===== config.mk =====
export PLATFORM = sky130hd
export DESIGN_NAME = run_expander
export DESIGN_NICKNAME = d
export VERILOG_FILES = /design/src/rtl/run_expander.sv
export SDC_FILE = /design/constraint.sdc
export NUM_CORES = 1
export LEC_CHECK = 0
export BUFFER_PORTS_ARGS = -buffer_cell sky130_fd_sc_hd__clkbuf_2
export CAP_MARGIN = 20
export CORE_AREA = 2 2 144 146
export CTS_CLUSTER_SIZE = 16
export DETAILED_ROUTE_END_ITERATION = 6
export DIE_AREA = 0 0 146 148
export PLACE_DENSITY = 0.76
export REMOVE_ABC_BUFFERS = 1
export SYNTH_ARGS = -nofsm -noshare
export SYNTH_HDL_FRONTEND = slang
export SYNTH_SLANG_ARGS = --single-unit

===== constraint.sdc =====
create_clock -name clk -period 3.3 [get_ports clk]
set_input_delay 0.66 -clock clk [delete_from_list [all_inputs] [get_ports clk]]
set_output_delay 0.66 -clock clk [all_outputs]
set_load 0.005 [all_outputs]

===== src/rtl/run_expander.sv =====
// Run-length expander: accepts {data, count} descriptors and replays the data
// word count times on a valid/ready output stream. Back-to-back runs are
// seamless; zero-count descriptors are absorbed and counted; flush aborts the
// active run.
module run_expander #(
  parameter int unsigned DATA_W = 128,
  parameter int unsigned CNT_W  = 32
) (
  input  logic              clk,
  input  logic              rst_n,
  input  logic              in_valid,
  output logic              in_ready,
  input  logic [DATA_W-1:0] in_data,
  input  logic [CNT_W-1:0]  in_count,
  output logic              out_valid,
  input  logic              out_ready,
  output logic [DATA_W-1:0] out_data,
  output logic              out_last,
  input  logic              flush,
  output logic [CNT_W-1:0]  run_cnt,
  output logic [CNT_W-1:0]  drop_cnt
);

  logic              act_valid, act_valid_d;
  logic [DATA_W-1:0] act_data, act_data_d;
  logic [CNT_W-1:0]  act_rem, act_rem_d;
  logic [CNT_W-1:0]  run_cnt_q, run_cnt_d;
  logic [CNT_W-1:0]  drop_cnt_q, drop_cnt_d;

  logic rem_is_one;
  logic beat;
  logic desc;
  logic count_nz;

  assign rem_is_one = (act_rem == CNT_W'(1));
  assign beat       = act_valid && out_ready;
  assign count_nz   = (in_count != '0);
  // Accept a new run while idle, or in the same cycle the last beat leaves.
  assign in_ready   = !flush && (!act_valid || (beat && rem_is_one));
  assign desc       = in_valid && in_ready;

  // Outputs come straight from state registers.
  assign out_valid = act_valid;
  assign out_data  = act_data;
  assign out_last  = act_valid && rem_is_one;
  assign run_cnt   = run_cnt_q;
  assign drop_cnt  = drop_cnt_q;

  // Next-state for the active run and the statistics counters.
  always_comb begin
    act_valid_d = act_valid;
    act_data_d  = act_data;
    act_rem_d   = act_rem;
    run_cnt_d   = run_cnt_q;
    drop_cnt_d  = drop_cnt_q;

    if (flush) begin
      // Flush wins over any beat in the same cycle; in_ready is already low.
      act_valid_d = 1'b0;
      act_rem_d   = '0;
    end else begin
      if (beat) begin
        // Last beat leaves act_rem at zero, so all-ones counts never underflow.
        act_rem_d = act_rem - CNT_W'(1);
        if (rem_is_one) begin
          act_valid_d = 1'b0;
          run_cnt_d   = run_cnt_q + CNT_W'(1);
        end
      end
      if (desc) begin
        if (count_nz) begin
          act_valid_d = 1'b1;
          act_data_d  = in_data;
          act_rem_d   = in_count;
        end else begin
          drop_cnt_d = drop_cnt_q + CNT_W'(1);
        end
      end
    end
  end

  // State registers, cleared asynchronously.
  always_ff @(posedge clk or negedge rst_n) begin
    if (!rst_n) begin
      act_valid  <= 1'b0;
      act_data   <= '0;
      act_rem    <= '0;
      run_cnt_q  <= '0;
      drop_cnt_q <= '0;
    end else begin
      act_valid  <= act_valid_d;
      act_data   <= act_data_d;
      act_rem    <= act_rem_d;
      run_cnt_q  <= run_cnt_d;
      drop_cnt_q <= drop_cnt_d;
    end
  end

endmodule


==> results of run 1 <==
power by group:
| part | leakage [uW] | total (uW) | switching, uW | internal (uW) |
|---|---|---|---|---|
| logic | 0.00379 | 1030 | 572 | 453 |
| clock network | 0.000424 | 2900 | 1130 | 1770 |
| registers | 0.00291 | 3220 | 178 | 3040 |
layout by cell type (no fill, tap or decap), types with 21 or more instances in the layout:
master and count:
nand2_1 422, clkbuf_2 358, dfrtp_1 225, nor2_1 67, xor2_1 49, xnor2_1 43
a211oi_1 28, nor3_1 25, clkbuf_16 25, nand4_1 24, buf_4 21
stage by stage:
stage                     hold slack, ns  instance area [um2]  total power (uW)  utilization [%]
final                              0.169                13000              7150             64.9
after global routing               0.223                13000              7490             64.9
after CTS                          0.183                13000              7230             64.8
after detailed placement           0.459                12100              4290             60.5
after global placement             0.457                12100              4260             60.5
after floorplan                    0.364                 9630              3690                -
final cells by class:
cell class	instances	area (um2)	area share [%]
Clock inverter	11	149	1.15
Timing Repair Buffer	389	2140	16.5
Inverter	11	41.3	0.318
Tap cell	270	338	2.60
Multi-Input combinational cell	769	3980	30.6
Sequential cell	225	5630	43.3
Clock buffer	34	719	5.53
routing by layer:
metal | track usage [%] | vias up | share of wire, %
met5 | 0 | - | 0
met4 | 8.25 | 0 | 3.3
met3 | 5.77 | 55 | 7.6
met2 | 41.7 | 305 | 48
met1 | 33.9 | 4146 | 41
li1 | - | 4180 | -
Yosys cell counts (2+ instances only):
| cell | count |
|---|---|
| xnor2_1 | 43 |
| inv_1 | 11 |
| or2_2 | 2 |
| nor3_1 | 25 |
| clkbuf_1 | 15 |
| or3_1 | 6 |
| nand3_1 | 19 |
| a21oi_2 | 2 |
| buf_2 | 27 |
| dfrtp_1 | 225 |
| nor2_1 | 67 |
| ha_1 | 4 |
| and3b_1 | 2 |
| nand2_1 | 422 |
| and3_1 | 10 |
| nor4_2 | 6 |
| and4_1 | 5 |
| and2_1 | 5 |
| and4b_1 | 2 |
| or4_1 | 3 |
| nor4b_1 | 4 |
| xor2_1 | 49 |
| nor4_1 | 19 |
| nand4_1 | 24 |
| mux2_2 | 2 |
| nand4b_1 | 2 |
| a211oi_1 | 28 |
worst max-delay path, stage by stage, from the launching register on:
cell and delay [ns]:
dfrtp_1 0.40, or4_4 0.59, nor4_4 0.32, and2_4 0.27, a31oi_1 0.11, nor2_1 0.17
clkbuf_2 0.14
worst paths after layout:
path,cells past startpoint,endpoint,start
worst max-delay path,6,in_ready,act_rem[20]
worst min-delay path,1,drop_cnt[6],rst_n
worst max register to register,8,out_data[120],act_rem[20]
worst min register to register,1,run_cnt[31],run_cnt[31]
max in group asynchronous,2,out_data[47],rst_n
min in group clk,3,out_data[26],in_data[26]
flip-flops by register name, summed over array words and instances, names as in the netlist:
signal / cells
run_cnt: 32
act_rem: 32
drop_cnt: 32
out_valid: 1
out_data: 128
kinds of logic (layout without fill, tap and decap cells):
group	after synthesis	in the layout
adders and majority gates	4	4
AOI/OAI and AO/OA	37	37
muxes	2	2
xor gates and xnor gates	92	92
buffers and inverters	56	445
and+or+nand+nor	634	634
DFF	225	225
timing repair:
item	4_1_cts	5_1_grt
pin swaps	0	1
setup endpoints to repair	2	1
setup buffers	0	1
gates resized for setup	2	1
==> run summary, run 1 <==
status - completed
vias in the first global route - 8496
PortBufs - 359
Pins Over Slew Limit - 0
1st-pass router iterations - 5
Compound-Gate Fraction of Synth Area - 2.78%
FF-to-FF setup slack - 0.63 ns
area fraction of the dominant cell type after synthesis - 57.2%
top cell type by total area after synthesis - dfrtp_1
Post-Syn Instances - 1050
Final Skew - 0.0184 ns
largest net degree at the start of global routing - 95
Synthesis Warnings - 0
count of different cell masters after synthesis - 48
vias per inst - 5.08
RSZ-0062 raised after global routing - false
routed length per placed instance - 16.3 um
Die H - 148 um
first-pass GRT wire length - 44400 um
routability cong. - 0.834
pwr dens - 550 nW/um2
DRC viols - 0
layout cells sized above 1 - 31.3%
Post-Synth Adder-Cell Area - 0.508%
fin nets - 1590
Async SR Flop Fraction - 100%
Crit Path Max Fanout - 9
worst-margin pin slew - 0.826 ns
XOR/XNOR Fraction of Synth Area - 8.18%
number of hold buffers added after CTS - 0
area grow syn2layout - 32.1%
Hold Fails Final Rpt - 0
ranking of synthesized cells by area - dfrtp_1 57%, nand2_1 16%, xor2_1 4.4%
Row Count - 52
Finish-stage setup viols - 0
CTS H-tree lvls - 1
part of the Yosys area used for sequential elements - 57.2%
Worst Setup Start Kind - flop
die area - 21600 um2
core area - 20000 um2
Final min period - 3.19 ns
routed vias - 8686
WS Path Type - flop to output pin
Cell Area, Synth - 9850 um2
Num Clock Sinks - 225
Clock Tree Root - clkbuf_16
Rel. slew slack - 44.9%
total CTS buffers - 25
GRT overflow - 0
Max Cap Violations - 0
Fin Setup TNS - 0 ns
CTS tree - built
Critical Path RT - 2.64 ns
ant diodes - 0
f_max - 313 MHz
clock buffer depth - 3
initial detailed-routing violation count - 345
Ports - 360
mean post-synth cell area - 9.38 um2
Post-Layout Cell Count - 1709
fill cell count - 1697
ANT nets after route - 0
register bit total from synthesis - 225
predominant post-synthesis flop cell - dfrtp_1
post-synthesis mux area share - 0.229%
Hold Crit Class - primary input to async pin
fin worst setup slack - 0.108 ns
pre-CTS setup slack - 0.113 ns
largest family of logic cells by synthesized area - simple AND/OR/NAND/NOR gates
Peak VDD IR - 0.413 mV
EDFF count, synth - 0
Critical Path AT - 2.53 ns
Leak - 0.00712 uW
CP endpoint kind - output pin
DPL Wire Length - 20200 um
initial antenna violation count - 0
die width - 146 um
simple-gate portion of the synthesized area - 28.5%
Final Cycle Share - 96.7%
Total Wirelength - 27800 um
placed cells - 1663
Clock Latency Late Sink - 0.52 ns
clk slew on worst S/H paths - 0.06 ns
GRT Util Overall - 25.4%
Initial Util - 49.1%
Note: power is estimated with default switching activity, not from simulation.
==> run 2: changes to the inputs <==
CELL_PAD_IN_SITES_DETAIL_PLACEMENT = 2   (was default)
CELL_PAD_IN_SITES_GLOBAL_PLACEMENT = 2   (was default)
CORE_AREA = 2 2 188 190   (was 2 2 144 146)
DIE_AREA = 0 0 190 192   (was 0 0 146 148)
PLACE_DENSITY = 0.75   (was 0.76)
==> run 2 against run 1 <==
Compared with the run above:
- non-clock buffer count increased by 4
- global-route usage is 5.1 points lower
- via count increased by 4.1%
==> run summary, run 2 (same netlist as run 1, synthesis figures left out) <==
status - completed
number of flip-flops under the largest register name - 128
Worst Setup Start Kind - flop
area grow syn2layout - 36.3%
Peak VDD IR - 0.371 mV
vias in the first global route - 10083
Initial Util - 28.7%
GRT Util Overall - 20.3%
layout cells sized above 1 - 31.9%
Clock Tree Root - clkbuf_16
vias per inst - 4.74
Ports - 360
commonest non-fill, non-tap cells in the layout - 422 x nand2_1, 358 x clkbuf_2, 225 x dfrtp_1
Final Skew - 0.0216 ns
Final min period - 3.12 ns
Num Clock Sinks - 225
ANT nets after route - 0
WS Path Type - flop to output pin
fin worst setup slack - 0.183 ns
FF-to-FF setup slack - 0.59 ns
RSZ-0062 raised after global routing - false
DRC viols - 0
pre-CTS setup slack - -0.0358 ns
leading cell type in the layout, fill and taps excluded - nand2_1
Crit Path Max Fanout - 9
initial antenna violation count - 5
post-CTS setup buffer count - 0
PortBufs - 359
worst setup path start - act_rem[15]
clock buffer depth - 3
routed vias - 9042
worst-margin pin slew - 0.877 ns
Hold Fails Final Rpt - 0
fin nets - 1597
clk slew on worst S/H paths - 0.06 ns
Die H - 192 um
Finish-stage setup viols - 0
largest net degree at the start of global routing - 73
die width - 190 um
initial detailed-routing violation count - 244
Hold Crit Class - primary input to async pin
Rel. slew slack - 41.4%
die area - 36500 um2
1st-pass router iterations - 4
smallest hold slack - 0.0935 ns
Total Wirelength - 37200 um
core area - 34300 um2
Clock Latency Late Sink - 0.55 ns
DPL Wire Length - 27400 um
routability cong. - 0.738
routed length per placed instance - 19.5 um
Critical Path RT - 2.64 ns
Worst R2R Path Depth - 8
Critical Path AT - 2.46 ns
total CTS buffers - 28
Pins Over Slew Limit - 0
GRT overflow - 0
fill cell count - 3935
CP endpoint kind - output pin
f_max - 321 MHz
Final Cycle Share - 94.4%
Max Cap Violations - 0
pwr dens - 568 nW/um2
R2R Path End - out_data[99]
CTS H-tree lvls - 1
worst r2r src - act_rem[15]
first-pass GRT wire length - 58000 um
Row Count - 68
Leak - 0.00722 uW
CTS tree - built
==> run 2: changes by cell type in the layout (fill, tap and decap cells not counted) <==
cell	previous run	this run
clkinvlp_4	2	1
bufinv_16	3	4
buf_12	9	11
diode_2	0	1
inv_6	1	0
clkinv_4	1	0
clkbuf_16	25	29
clkinv_2	3	8
buf_4	21	23
inv_8	1	0
clkbuf_8	6	7
==> run 2: layout make-up <==
class | count | area [um2] | area share [%]
well taps | 455 | 569 | 4.24
flip-flops and latches | 225 | 5630 | 41.9
clock inverters | 13 | 168 | 1.25
repair buffers | 393 | 2200 | 16.4
inverters | 11 | 41.3 | 0.308
clock buffers | 39 | 833 | 6.21
multi-input cells | 769 | 3980 | 29.6
diodes | 1 | 2.50 | 0.0186
==> run 2: through the flow <==
| stage | cell area, um2 | instances | util [%] | TNS [ns] | total power [uW] |
|---|---|---|---|---|---|
| floorplan | 9630 | 1005 | - | -671.51 | 3690 |
| global placement | 12400 | 1853 | 36.2 | 0 | 4320 |
| detailed placement | 12400 | 1853 | 36.2 | -0.0594 | 4370 |
| CTS | 13400 | 1905 | 39.1 | 0 | 7760 |
| global route | 13400 | 1906 | 39.2 | 0 | 8010 |
| finish | 13400 | 1906 | 39.2 | 0 | 7620 |
==> run 2: how the worst max path moves through the flow <==
stage / end / slack (ns) / cells after the start
floorplan: act_rem[3] / -4.50 / 6
global placement: drop_cnt[31] / 0.002 / 9
detailed placement: drop_cnt[22] / -0.04 / 9
CTS: in_ready / 0.03 / 6
global route: in_ready / 0.05 / 6
finish: in_ready / 0.18 / 6
==> run 2: repair_timing <==
action / in CTS / in global routing
hold buffers: 0 / 0
endpoints found under the setup margin: 2 / 1
cloned: 0 / 0
resized for setup: 1 / 2
==> run 2: critical path: stages (launching register included) <==
cell and delay (ns):
dfrtp_1 0.41, or4_4 0.57, nor4_4 0.26, and2_4 0.27
a31oi_1 0.12, nor2_1 0.12, clkbuf_2 0.15
==> run 2: layer usage <==
layer,vias to the layer above,part of all wire [%],global-route usage [%]
met5,-,0.12,0
met4,6,1.5,3.61
met3,43,8.3,6.60
met2,276,49,35.0
met1,4539,41,25.1
li1,4178,-,-
==> run 2: power breakdown <==
group / switching [uW] / leakage, uW / internal, uW / total, uW
clock: 1250 / 0.000499 / 2060 / 3310
sequential: 184 / 0.00291 / 3050 / 3230
combinational: 623 / 0.00381 / 459 / 1080
total: 2060 / 0.00722 / 5570 / 7620
